File: config.mk
export PLATFORM = sky130hd
export DESIGN_NAME = morra_host
export DESIGN_NICKNAME = d
export VERILOG_FILES = /design/src/rtl/morra_host.sv
export SDC_FILE = /design/constraint.sdc
export NUM_CORES = 1
export LEC_CHECK = 0
export CAP_MARGIN = 20
export CORE_ASPECT_RATIO = 0.5
export CORE_MARGIN = 2
export CORE_UTILIZATION = 55
export CTS_CLUSTER_DIAMETER = 100
export DETAILED_ROUTE_END_ITERATION = 10
export GPL_TIMING_DRIVEN = 0
export PLACE_DENSITY_LB_ADDON = 0.25
export RECOVER_POWER = 25
export SYNTH_ARGS = -nofsm -noshare
export SYNTH_HDL_FRONTEND = slang
export SYNTH_SLANG_ARGS = --single-unit
File: constraint.sdc
create_clock -name clk -period 3 [get_ports clk]
set_input_delay 0.9 -clock clk [delete_from_list [all_inputs] [get_ports clk]]
set_output_delay 0.9 -clock clk [all_outputs]
set_load 0.03 [all_outputs]
File: src/rtl/morra_host.sv
// morra_host: match controller on the driving side of the MorraCinese core.
// Collects player moves, plays rounds on the core and keeps the score.
module morra_host #(
  parameter int TIMEOUT = 1000
) (
  input  logic       clk,
  input  logic       rst,
  input  logic       start,
  input  logic [1:0] p1_move,
  input  logic       p1_valid,
  output logic       p1_ready,
  input  logic [1:0] p2_move,
  input  logic       p2_valid,
  output logic       p2_ready,
  output logic [1:0] PRIMO,
  output logic [1:0] SECONDO,
  output logic       INIZIO,
  input  logic [1:0] MANCHE,
  input  logic [1:0] PARTITA,
  output logic       res_valid,
  output logic [1:0] res_manche,
  output logic [1:0] res_partita,
  output logic [4:0] res_round,
  output logic [4:0] wins1,
  output logic [4:0] wins2,
  output logic       busy,
  output logic       done,
  output logic       aborted
);

  typedef enum logic [2:0] {
    IDLE, INIT, COLLECT, PLAY, CAPTURE, DONE
  } state_t;

  state_t      state, state_n;
  logic [1:0]  m1, m2;
  logic [31:0] wd;
  logic        take1, take2;
  logic        full1_n, full2_n;
  logic        both_n, expire, start_match;

  // A latch is full exactly when it holds a non-zero move.
  assign take1 = p1_valid && p1_ready && (p1_move != 2'b00);
  assign take2 = p2_valid && p2_ready && (p2_move != 2'b00);
  assign full1_n = (m1 != 2'b00) || take1;
  assign full2_n = (m2 != 2'b00) || take2;
  assign both_n = full1_n && full2_n;
  assign expire = (TIMEOUT != 0) && !both_n &&
                  (wd == 32'(TIMEOUT - 1));
  assign start_match = start &&
                       (state == IDLE || state == DONE);

  always_ff @(posedge clk or posedge rst) begin
    if (rst) state <= IDLE;
    else     state <= state_n;
  end

  always_comb begin
    state_n = state;
    unique case (state)
      IDLE, DONE: if (start) state_n = INIT;
      INIT:       state_n = COLLECT;
      COLLECT: begin
        if (both_n)      state_n = PLAY;
        else if (expire) state_n = IDLE;
      end
      PLAY:    state_n = CAPTURE;
      CAPTURE: state_n = (PARTITA != 2'b00) ? DONE : COLLECT;
      default: state_n = IDLE;
    endcase
  end

  always_comb begin
    INIZIO   = (state == INIT);
    PRIMO    = (state == PLAY) ? m1 : 2'b00;
    SECONDO  = (state == PLAY) ? m2 : 2'b00;
    p1_ready = (state == COLLECT) && (m1 == 2'b00);
    p2_ready = (state == COLLECT) && (m2 == 2'b00);
    busy     = (state == INIT) || (state == COLLECT) ||
               (state == PLAY) || (state == CAPTURE);
    done     = (state == DONE);
  end

  always_ff @(posedge clk or posedge rst) begin
    if (rst) begin
      m1          <= 2'b00;
      m2          <= 2'b00;
      wd          <= '0;
      res_valid   <= 1'b0;
      res_manche  <= 2'b00;
      res_partita <= 2'b00;
      res_round   <= '0;
      wins1       <= '0;
      wins2       <= '0;
      aborted     <= 1'b0;
    end else begin
      res_valid <= 1'b0;
      aborted   <= 1'b0;
      wd        <= (state == COLLECT) ? wd + 32'd1 : '0;
      unique case (1'b1)
        start_match: begin
          m1        <= 2'b00;
          m2        <= 2'b00;
          res_round <= '0;
          wins1     <= '0;
          wins2     <= '0;
        end
        state == COLLECT: begin
          if (expire) begin
            m1      <= 2'b00;
            m2      <= 2'b00;
            aborted <= 1'b1;
          end else begin
            if (take1) m1 <= p1_move;
            if (take2) m2 <= p2_move;
          end
        end
        state == PLAY: begin
          m1 <= 2'b00;
          m2 <= 2'b00;
        end
        state == CAPTURE: begin
          res_valid   <= 1'b1;
          res_manche  <= MANCHE;
          res_partita <= PARTITA;
          if (res_round != 5'd31)
            res_round <= res_round + 5'd1;
          if (MANCHE == 2'b01 && wins1 != 5'd31)
            wins1 <= wins1 + 5'd1;
          if (MANCHE == 2'b10 && wins2 != 5'd31)
            wins2 <= wins2 + 5'd1;
        end
        default: ;
      endcase
    end
  end

endmodule

-- Word-level counts from Yosys, hierarchy flattened
Cells that the tools add are included.
- word-level logic and storage cells: 92
- register bits: 60
- reduce and logical (&&, ||, !) cells: 36
- multiplexer cells: 23
- add/subtract/negate cells: 4
- eq/ne operators: 18
- operator list (operator ; count):
    adder 32 x 1 -> 32 bit, second input constant ; 1
    == test 32 x 10 -> 1 bit, second input constant ; 1
    two-way mux 32 bit ; 1
    case mux 5 bit (2 select lines) ; 3
    adder 5 x 1 -> 5 bit, second input constant ; 3
    two-way mux 5 bit ; 3
    inequality test 5 bit, second input constant ; 3
    case mux 3 bit (5 select lines) ; 1
    nonzero test 2 bit ; 7
    two-way mux 2 bit ; 6
    two-way mux 3 bit ; 4
    AND reduction 2 bit ; 6
    logical AND 1 bit ; 11
    inequality test 3 bit, second input constant ; 3
    case mux 2 bit (2 select lines) ; 2
    == test 3 x 2 -> 1 bit, second input constant ; 2
    == test 3 bit, second input constant ; 2
    logical OR 1 bit ; 6
    inequality test 2 x 1 -> 1 bit, second input constant ; 3
    logical NOT 2 bit ; 2
    OR reduction 2 bit ; 2
    == test 3 x 1 -> 1 bit, second input constant ; 1
    logical NOT 3 bit ; 1
    two-way mux 1 bit ; 3
    4 further kinds ; 4

-- Longest topological paths before layout
- depth after elaboration: 11
- depth in mapped cells: 8
- depth with buffers taken out: 7

-- Least setup slack after synthesis
Ideal clock, no wire load.
- path type: register to output
- from: reg state[2]
- to: out p1_ready
- arrival time: 1.873 ns
- stages on the path, launching flop included: 5
- path slack: 0.227 ns
- data required time: 2.100 ns
- path through: dfrtp_1 -> buf_2 -> or3b_2 -> buf_2 -> nor3_1
- longest elaborated chain between the ends: 2
- RTL lines (item ; RTL line ; RTL):
    start, declared ; 35 ; state_t state, state_n;
    start signal, assigned ; 55 ; else state <= state_n;
    == test 3 x 2 -> 1 bit ; 77 ; p1_ready = (state == COLLECT) && (m1 == 2'b00);
    logical AND 1 bit ; 77 ;
    end, declared ; 11 ; output logic p1_ready,
No other way between the ends.

-- Worst setup path after layout
- from: reg state[2]
- to: out PRIMO[1]
- longest elaborated chain between the ends: 2
- RTL lines (item ; RTL line ; RTL):
    == test 3 x 2 -> 1 bit ; 75 ; PRIMO = (state == PLAY) ? m1 : 2'b00;
    two-way mux 2 bit ; 75 ;
    end, declared ; 15 ; output logic [1:0] PRIMO,
No other way between the ends.

==> results by group <==
Logic synthesis
  • Prevailing post-synth register cell: dfrtp_1
  • Ys async rst share: 1.00
  • Post-Synth Simple-Gate Area: 0.281
  • Seq cells post-synth: 60
  • Adder-cell share of the synthesized area: 0.0280
  • Complex-gate fraction of the synthesized area: 0.0744
  • Synth Area in XOR/XNOR: 0.0728
  • Synth cell types: 42
  • Largest family of logic cells by synthesized area: simple AND/OR/NAND/NOR gates
  • Synth top area share: 0.480
  • Sequential area share after synthesis: 0.480
  • Mapped Area: 3130 um^2
  • Cell taking the most area after synthesis: dfrtp_1
  • EDFF count, synth: 0
  • Mean post-synth cell area: 9.62 um^2
  • Synth area leaders: dfrtp_1 48%, xnor2_1 5.3%, nor2_1 4.7%
  • Mapped Cells: 325
  • Mux cell area share after synthesis: 0.0284
  • Syn. warnings: 0
  • Synthesized net count: ~350

Critical path
  • Crit-path slowest cell: clkdlybuf4s50_1
  • Worst reg2reg setup slack: 0.62 ns
  • Crit path buf inv count: 2
  • Arrival @ worst endpoint: 2.02 ns
  • Critical Path Fanout Max: 10
  • Reg2reg start: wd[0]
  • CP Class: flop to output pin
  • CP Cell Sequence: buf_2 -> nor2_2 -> and2_1 -> clkdlybuf4s50_1
  • CP endpoint kind: output pin
  • Worst r2r path cells: 6
  • Max incr delay on CP: 0.68 ns
  • RR Endpoint: m2[1]
  • CP delay by family, top: buffers and inverters
  • Required time of the critical path: 2.10 ns
  • Worst Setup Start Kind: flop

Timing
  • Max transition margin: 0.345
  • Pin slew with the least headroom to its limit: 0.981 ns
  • Skew final: 0.00776 ns
  • Peak Freq: approximately 340 MHz
  • Final min period: 2.92 ns
  • Setup Viol. Count Final: 0
  • RSZ-0062 raised after global routing: false
  • Hold Fails Final Rpt: 0
  • Fin crit share: 0.973
  • Final-report max-slew violation count: 0

Drt
  • Via/cell ratio: just under 6
  • Via Count: ~2,700
  • DR WL/cell: 16.0 um
  • Post-Route WL: between 7000 and 8000 um
  • # DRC: 0
  • DRT antenna net count: 0
  • Initial DRC count: 216
  • Pre-antenna DRT Iters: 5

Cells and area
  • Ant. Diodes: 0
  • Synth-to-layout area growth: 26.3%
  • Final cell count without fillers: 456
  • Layout cells sized above 1: 0.102
  • # nets final: 398

Die
  • Die width: about 110 um
  • Die Y: 57.3 um
  • Placement row count: 19
  • Starting Density: 0.569
  • Num ports: 43
  • Core area: 5490 um^2
  • Full die area: approximately 6300 um^2

Power
  • Net Sw Power: 1030 uW
  • Clock group share of total power: 0.357
  • Sequential share of power: 0.328
  • LEAKAGE: 0.00163 uW
  • PwrDens: 776 nW/um^2
  • Sw Ratio: 0.336
  • Pwr Total: a little over 3000 uW
  • Power share of the combinational group: 0.315
  • VDD IR max: 0.000581 V
  • Int Pwr: 2030 uW

GRT
  • Vias in the first global route: 2,637
  • Total GRT Usage: 0.246
  • First-pass GRT wire length: 12,300 um
  • Largest net degree at the start of global routing: 35
  • Initial antenna violation count: 0
  • Grt total ovfl: 0

Clock network
  • CTS tree: yes
  • H-Tree Depth: 3
  • Root Driver: clkbuf_16
  • TritonCTS buffer count: 9
  • CTS Sinks: 60
  • Reg clk slew, reported paths: 0.05 ns
  • Hold Buf Count CTS: 0
  • Worst-skew pair later-pin latency: around 0.33 ns
  • Clock Path Buffers: 2

Hold path
  • WHS Endpoint: res_manche[1]
  • Type of the tightest min-delay check: flop to flop
  • Hold path startpoint: res_manche[1]
  • WHS Path Cells: 2

Run
  • Max Cap Viol: 0

Placed design
  • IO buf count: 42
  • HPWL after DPL: 5080 um
  • RePlAce Congestion: 0.868
  • Placed Cells: 441

Run status
  • Status: finished clean
## worst max-delay path by stage
stage | end | cells after the start | slack [ns] | startpoint
finish | PRIMO[1] | 4 | 0.08 | state[2]
global route | PRIMO[0] | 4 | 0.02 | state[2]
CTS | PRIMO[1] | 4 | -0.01 | state[2]
detailed placement | p1_ready | 5 | -0.03 | state[2]
global placement | wd[6] | 2 | -0.37 | rst
floorplan | p1_ready | 4 | 0.23 | state[2]
## cells by family after synthesis
family / count (synthesis)
AOI/OAI and AO/OA: 39
xor gates and xnor gates: 26
buffers and inverters: 27
muxes: 8
and+or+nand+nor: 158
adders and majority gates: 7
DFF: 60
## cell type report
| class | instances | area, um^2 |
|---|---|---|
| buffer | 16 | 67.6 |
| clock buffer | 11 | 243 |
| clock inverter | 5 | 75.1 |
| fill | 392 | 1540 |
| inverter | 10 | 37.5 |
| multi-input combinational | 238 | 1520 |
| sequential | 60 | 1500 |
| tap | 73 | 91.3 |
| timing repair buffer | 43 | 418 |
## cells in the final DEF (no fill, tap or decap), drive strengths merged, types with 10 or more instances in the layout
cell type and instances:
inv 10, nand3 11, xnor2 19, nor4 16, nand2 25, nor2 39, clkdlybuf4s50 39, nand4 11
a21oi 10, clkbuf 23, nor3 12, dfrtp 60, o21ai 17
## worst min-delay path: stages (launching register included)
cell     delay [ns]
dfrtp_1        0.33
nand2_1        0.05
nand2_1        0.06
## through the flow
step / worst slack (ns) / area, um^2 / hold slack, ns / TNS [ns] / util
5_1_grt: 0.0162 / 3950 / 0.517 / 0 / 0.719
3_5_place_dp: -0.0254 / 3660 / 0.467 / -0.0403 / 0.666
3_3_place_gp: -0.371 / 3640 / 0.458 / -22.10 / 0.663
2_1_floorplan: 0.227 / 3130 / 0.475 / 0 / -
6_report: 0.0809 / 3950 / 0.478 / 0 / 0.719
4_1_cts: -0.0146 / 3970 / 0.487 / -0.0343 / 0.723
## state kept, by name (all words and copies together) (netlist names)
register	count
wins2	5
res_valid	1
res_partita	2
m1	2
state	3
res_round	5
res_manche	2
m2	2
aborted	1
wd	32
wins1	5
## cell usage after synthesis, types with 5 or more instances
library cell	n
a22o_1	6
nor2_1	39
dfrtp_1	60
nor3b_1	5
inv_1	10
nor4_1	16
o21ai_0	17
nand4_1	10
and2_1	5
ha_1	7
or3_1	7
clkbuf_1	11
mux2_2	7
xor2_1	7
xnor2_1	19
nor3_1	12
nand3_1	11
and3_1	7
buf_2	5
a21oi_1	10
nand2_1	25
## layer usage
metal	track usage	vias to the layer above	wire length [um]
met5	0	-	0
met4	0.0875	0	124
met3	0.0744	14	436
met2	0.424	96	3580
met1	0.301	1345	3140
li1	-	1257	-
## timing repair
item                                    in CTS  in global routing
hold endpoints to repair                     0                  0
buffers inserted                             0                  0
endpoints found under the setup margin       4                  6
resized for setup                           10                  4
## power groups by stage
stage / combinational, uW / clock, uW / sequential (uW)
after global placement: 927 / 0 / 1010
after CTS: 971 / 1110 / 1000
after floorplan: 536 / 0 / 1100
after detailed placement: 968 / 0 / 1020
after global routing: 1040 / 1140 / 1020
final: 966 / 1090 / 1000
Power figures use the tool's default switching activity.
